[src/rtl/mda_vram_arbiter.sv]
// mda_vram_arbiter
// Shares the single-port MDA text VRAM between the display fetch path and a
// host port. The display prefetches each 9x14 cell's char/attr one cell ahead;
// the host gets every VRAM cycle the display does not need.
//
// state     | meaning
// ----------+---------------------------------------------------------------
// WAIT      | after reset: host-only, no display fetch until enable first falls
// ACTIVE    | active video: per-cell fetch at ph=0/1, host in the other slots
// PF_CHAR   | blanking prefetch: read char of cell 0 of the next line
// PF_ATTR   | blanking prefetch: read attr of cell 0 of the next line
// PF_LOAD   | present cell 0 on char_code/attr, cell_valid set
// BLANK     | blanking, host-only; leave on enable rising

module mda_vram_arbiter #(
    parameter int COLS   = 80,
    parameter int ROWS   = 25,
    parameter int CELL_W = 9,
    parameter int CELL_H = 14,
    parameter int VA_END = 349,
    parameter int AW     = 12
) (
    input  logic          pixclk,
    input  logic          rst,
    input  logic          enable,
    input  logic [9:0]    xpix,
    input  logic [8:0]    ypix,
    input  logic          host_req,
    input  logic          host_we,
    input  logic [AW-1:0] host_addr,
    input  logic [7:0]    host_wdata,
    output logic          host_ack,
    output logic [7:0]    host_rdata,
    output logic [AW-1:0] vram_addr,
    output logic          vram_we,
    output logic [7:0]    vram_wdata,
    input  logic [7:0]    vram_rdata,
    output logic [7:0]    char_code,
    output logic [7:0]    attr,
    output logic [3:0]    glyph_row,
    output logic          cell_valid
);

    localparam int              TRW       = $clog2(ROWS);
    localparam logic [3:0]      PH_LAST   = 4'(CELL_W - 1);
    localparam logic [6:0]      COL_LAST  = 7'(COLS - 1);
    localparam logic [3:0]      GROW_LAST = 4'(CELL_H - 1);
    localparam logic [8:0]      Y_LAST    = 9'(VA_END);
    localparam logic [AW-1:0]   ROW_BYTES = AW'(2 * COLS);

    typedef enum logic [2:0] {
        ST_WAIT,
        ST_ACTIVE,
        ST_PF_CHAR,
        ST_PF_ATTR,
        ST_PF_LOAD,
        ST_BLANK
    } state_t;

    // What the read issued last cycle was for; routes vram_rdata this cycle.
    typedef enum logic [1:0] {
        TAG_NONE,
        TAG_CHAR,
        TAG_ATTR,
        TAG_HOST
    } tag_t;

    state_t          state, state_nxt;
    tag_t            rd_tag, tag_nxt;
    logic            line_upd;
    logic [3:0]      ph;
    logic [6:0]      col;
    logic [6:0]      col_p1;
    logic [TRW-1:0]  text_row;
    logic [AW-1:0]   line_base;
    logic [AW-1:0]   cell_addr;
    logic            act_fetch;
    logic [7:0]      nxt_char;
    logic [7:0]      nxt_attr;
    logic [7:0]      attr_fwd;
    logic            unused_xpix;

    // xpix is provided by the timing generator but sequencing runs off ph/col.
    assign unused_xpix = ^xpix;

    assign col_p1    = col + 7'd1;
    assign cell_addr = line_base + AW'({col_p1, 1'b0});
    assign act_fetch = enable && (state != ST_WAIT) && (col < COL_LAST);

    assign host_ack   = (rd_tag == TAG_HOST);
    assign host_rdata = host_ack ? vram_rdata : 8'h00;

    // The attr read lands in the same cycle PF_LOAD presents it, so forward it.
    assign attr_fwd = (rd_tag == TAG_ATTR) ? vram_rdata : nxt_attr;

    // State register.
    always_ff @(posedge pixclk or posedge rst) begin
        if (rst) begin
            state <= ST_WAIT;
        end else begin
            state <= state_nxt;
        end
    end

    // Next-state logic; a falling enable in WAIT or ACTIVE closes a scanline.
    always_comb begin
        state_nxt = state;
        line_upd  = 1'b0;
        case (state)
            ST_WAIT, ST_ACTIVE: begin
                if (!enable) begin
                    state_nxt = ST_PF_CHAR;
                    line_upd  = 1'b1;
                end
            end
            ST_PF_CHAR: state_nxt = ST_PF_ATTR;
            ST_PF_ATTR: state_nxt = ST_PF_LOAD;
            ST_PF_LOAD: state_nxt = ST_BLANK;
            ST_BLANK: begin
                if (enable) begin
                    state_nxt = ST_ACTIVE;
                end
            end
            default: state_nxt = ST_WAIT;
        endcase
    end

    // Pixel-in-cell and column counters, held at zero outside active video.
    always_ff @(posedge pixclk or posedge rst) begin
        if (rst) begin
            ph  <= 4'd0;
            col <= 7'd0;
        end else if (!enable) begin
            ph  <= 4'd0;
            col <= 7'd0;
        end else if (ph == PH_LAST) begin
            ph  <= 4'd0;
            col <= (col == COL_LAST) ? 7'd0 : col + 7'd1;
        end else begin
            ph <= ph + 4'd1;
        end
    end

    // Scanline-in-row, text row and row base address, stepped once per line.
    always_ff @(posedge pixclk or posedge rst) begin
        if (rst) begin
            glyph_row <= 4'd0;
            text_row  <= '0;
            line_base <= '0;
        end else if (line_upd) begin
            if (ypix == Y_LAST) begin
                glyph_row <= 4'd0;
                text_row  <= '0;
                line_base <= '0;
            end else if (glyph_row == GROW_LAST) begin
                glyph_row <= 4'd0;
                text_row  <= text_row + TRW'(1);
                line_base <= line_base + ROW_BYTES;
            end else begin
                glyph_row <= glyph_row + 4'd1;
            end
        end
    end

    // VRAM port mux: prefetch, then active fetch, then host; host never
    // preempts the display and is not granted in its own ack cycle or in reset.
    always_comb begin
        vram_addr  = '0;
        vram_we    = 1'b0;
        vram_wdata = 8'h00;
        tag_nxt    = TAG_NONE;
        if (state == ST_PF_CHAR) begin
            vram_addr = line_base;
            tag_nxt   = TAG_CHAR;
        end else if (state == ST_PF_ATTR) begin
            vram_addr = line_base + AW'(1);
            tag_nxt   = TAG_ATTR;
        end else if (act_fetch && (ph == 4'd0)) begin
            vram_addr = cell_addr;
            tag_nxt   = TAG_CHAR;
        end else if (act_fetch && (ph == 4'd1)) begin
            vram_addr = cell_addr + AW'(1);
            tag_nxt   = TAG_ATTR;
        end else if (host_req && !host_ack && !rst) begin
            vram_addr  = host_addr;
            vram_we    = host_we;
            vram_wdata = host_wdata;
            tag_nxt    = TAG_HOST;
        end
    end

    // Read-return tag; reset drops any outstanding host access.
    always_ff @(posedge pixclk or posedge rst) begin
        if (rst) begin
            rd_tag <= TAG_NONE;
        end else begin
            rd_tag <= tag_nxt;
        end
    end

    // Next-cell holding registers filled from returned display reads.
    always_ff @(posedge pixclk or posedge rst) begin
        if (rst) begin
            nxt_char <= 8'h00;
            nxt_attr <= 8'h00;
        end else begin
            if (rd_tag == TAG_CHAR) begin
                nxt_char <= vram_rdata;
            end
            if (rd_tag == TAG_ATTR) begin
                nxt_attr <= vram_rdata;
            end
        end
    end

    // Present the prefetched cell at PF_LOAD and at every cell boundary.
    always_ff @(posedge pixclk or posedge rst) begin
        if (rst) begin
            char_code  <= 8'h00;
            attr       <= 8'h00;
            cell_valid <= 1'b0;
        end else if (state == ST_PF_LOAD) begin
            char_code  <= nxt_char;
            attr       <= attr_fwd;
            cell_valid <= 1'b1;
        end else if (enable && (state != ST_WAIT) && (ph == PH_LAST)) begin
            char_code <= nxt_char;
            attr      <= attr_fwd;
        end
    end

endmodule

[config.mk]
export PLATFORM = sky130hd
export DESIGN_NAME = mda_vram_arbiter
export DESIGN_NICKNAME = d
export VERILOG_FILES = /design/src/rtl/mda_vram_arbiter.sv
export SDC_FILE = /design/constraint.sdc
export NUM_CORES = 1
export LEC_CHECK = 0
export CAP_MARGIN = 10
export CORE_MARGIN = 2
export CORE_UTILIZATION = 35
export DETAILED_ROUTE_END_ITERATION = 8
export PLACE_DENSITY = 0.65
export SLEW_MARGIN = 25
export SYNTH_ARGS = -nofsm -noshare
export SYNTH_HDL_FRONTEND = slang
export SYNTH_SLANG_ARGS = --single-unit
[constraint.sdc]
create_clock -name pixclk -period 3.1 [get_ports pixclk]
set_input_delay 0.62 -clock pixclk [delete_from_list [all_inputs] [get_ports pixclk]]
set_output_delay 0.62 -clock pixclk [all_outputs]
set_load 0.05 [all_outputs]
==> results.tsv <==
metric	value	unit
core box area	9280	um^2
area leader, netlist	dfrtp_1	
synthesized-area fraction occupied by adder cells	4.45	%
Remaining DRCs	0	
Final WS setup	-0.228	ns
Routed wire per std cell	14.3	um
simple-gate share of the synthesized area	21.1	%
Synth Net Count	395	
Slew HR	48.9	%
CTS sink cnt	60	
hold violation count in the final report	0	
worst path bufs/invs	1	
Hold WC Path Type	flop to flop	
global-route wire length before repair	13.4	mm
XOR/XNOR share of the synthesized area	4.42	%
commonest cells after routing, fill and taps aside	clkdlybuf4s50_1, dfrtp_1, nand2_1	
clock root cell	clkbuf_8	
VDD IR max	0.470	mV
clk_lat worst skew	0.33	ns
final instance area	5160	um^2
CTS H-tree depth	3	
vias after detailed routing	2806	
placed cells	553	
critical path cell sequence	and3_4 -> nand3_4 -> xnor2_4 -> ha_4 -> a21o_1 -> a21oi_4 -> o22ai_4 -> and4_1 -> or3_4 -> buf_12	
DP HPWL	6.05	mm
Async SR Flop Fraction	100	%
failing checks	setup timing	
RSZ-0062 raised after global routing	yes	
Slew @ Worst Pin	0.764	ns
CP Capture Type	output port	
largest net degree at the start of global routing	35	
Site Rows	35	
post-synthesis sequential area ratio	44.5	%
Post-DRT Antenna Nets	0	
total track usage	16.4	%
Post-synth EDFFs	0	
CP top delay family	simple AND/OR/NAND/NOR gates	
final WL	8.16	mm
mapped cell area	3370	um^2
CTS max path bufs	2	
crit-path max FO	3	
final std cells w/o fill	572	
# IOs	103	
CP Data Required Time	2.48	ns
status	finished with violations	
Die Area	10400	um^2
number of global-route vias before repair	2766	
crit path DAT	2.71	ns
multiplexer area fraction after synthesis	10.7	%
Final nets	502	
prevailing post-synth register cell	dfrtp_1	
crit path time final	3.33	ns
number of setup violations in the final report	5	
worst setup path class	flop to output port	
gpl congestion	0.812	
area grow syn2layout	53.1	%
initial antenna violation count	0	
Compound-Gate Fraction of Synth Area	11.4	%
Pre-Repair DR Iteration Count	4	
Mapped Cells	331	
yosys synthesis warning count	0	
CTS tree	yes	
Max Cap Viol	0	
Post-CTS Hold Fix Bufs	0	
Antenna diodes	0	
most common cell after layout, fill and taps aside	clkdlybuf4s50_1	
largest family of logic cells by synthesized area	simple AND/OR/NAND/NOR gates	
initial core utilization	36.3	%
Filler cells	816	
clock-pin slew on the worst setup and hold paths	0.07	ns
synthesis-stage register bit count	60	
Synth cell types	55	
placed inst area	4760	um^2
crit path max-delay cell type	dfrtp_1	
Clock Skew	0.00683	ns
Leak	2.16	nW
most area-consuming cells after synthesis	dfrtp_1, mux2_1, ha_1, nand2_1, mux2_2	
gr ovfl total	0	
FMAX	300	MHz
layout cells sized above 1	22.8	%
CTS Buf Count	9	
Worst Setup Start Kind	flop	
Port Buffers	92	
Synth top area share	44.5	%
First DRT Iteration DRCs	68	
drt via density	4.91	
max incr delay on CP	0.41	ns
DIE HEIGHT	102	um
syn_area_per_cell	10.2	um^2
Power Density	920	nW/um^2
Final Slew Violations	0	
Die Width	102	um
Final Cycle Share	107	%
path summary, 6_finish.rpt:
check / from / endpoint / slack (ns) / depth (start not counted)
max: col[1]$_DFFE_PP0P_ / vram_addr[11] / -0.23 / 10
min: cell_valid$_DFFE_PP0P_ / cell_valid$_DFFE_PP0P_ / 0.47 / 1
max reg2reg: rd_tag[1]$_DFF_PP0_ / attr[7]$_DFFE_PP0P_ / 1.07 / 3
min reg2reg: cell_valid$_DFFE_PP0P_ / cell_valid$_DFFE_PP0P_ / 0.47 / 1
max in group asynchronous: rst / attr[3]$_DFFE_PP0P_ / 1.79 / 3
min in group asynchronous: rst / cell_valid$_DFFE_PP0P_ / 0.73 / 2
registers in the layout (all words and copies together), names as in the netlist:
register and cells:
char_code 8, attr 8, cell_valid 1, nxt_char 8
rd_tag 2, col 7, ph 4, state 3
nxt_attr 8, glyph_row 4, line_base 7
stage by stage:
| step | setup slack, ns | power (W) | hold slack [ns] | TNS, ns | utilization, % |
|---|---|---|---|---|---|
| floorplan | 0.0132 | 0.00294 | 0.449 | 0 | - |
| global placement | 0.104 | 0.00389 | 0.457 | 0 | 51.3 |
| detailed placement | 0.0686 | 0.00393 | 0.458 | 0 | 51.3 |
| CTS | -0.217 | 0.00476 | 0.475 | -0.646 | 54.4 |
| global route | -0.329 | 0.00501 | 0.482 | -1.23 | 55.6 |
| finish | -0.228 | 0.00475 | 0.473 | -0.612 | 55.6 |
area by class of cell:
type,instances,area (um^2),area share (%)
clock buffers,11,151,2.93
clock inverters,5,83.8,1.62
flip-flops and latches,60,1500,29.1
well taps,129,161,3.13
repair buffers,112,1310,25.4
multi-input cells,247,1920,37.2
inverters,8,30.0,0.582
synth_stat cells, drive strengths merged (2+ instances only):
master,number
nand2b,8
and2,16
or3,5
nor2,19
mux2,32
a31oi,7
o21ai,15
nand2,33
nand3b,3
nor3,6
a21o,2
nand3,15
a21oi,15
o31ai,5
xor2,5
buf,9
nor4b,2
o22ai,2
dfrtp,60
and3,13
inv,8
nor2b,2
clkbuf,7
ha,12
nand4,3
xnor2,12
power by group:
| group | internal, W | switching [W] | leakage, nW | total, W |
|---|---|---|---|---|
| Sequential | 0.00109 | 0.000247 | 0.734 | 0.00134 |
| Combinational | 0.00108 | 0.00152 | 1.31 | 0.00260 |
| Clock | 0.000498 | 0.000312 | 0.112 | 0.000810 |
routing by layer:
metal	track usage (%)	part of all wire [%]	up-vias
li1	-	-	1375
met1	21.6	45	1358
met2	26.3	49	61
met3	3.08	3.9	12
met4	7.18	1.9	0
met5	0	0	-
cell families after synthesis:
group | after synthesis
fa+ha+maj | 12
buf+inv | 24
other cells | 1
compound gates | 54
simple gates | 131
xor+xnor | 17
flops | 60
mux | 32
repair_timing:
| item | 4_1_cts | 5_1_grt |
|---|---|---|
| pin swaps | 13 | 11 |
| setup buffers | 2 | 2 |
| endpoints found under the setup margin | 5 | 14 |
| endpoints found under the hold margin | 0 | 0 |
| gates resized for setup | 9 | 12 |
| gates cloned | 0 | 0 |
worst register-to-register path: stages (launching register included):
cell     delay, ns
dfrtp_1       0.54
nor2b_1       0.68
mux2_2        0.42
mux2_1        0.29
No activity file was read; power rests on OpenSTA's default activity.
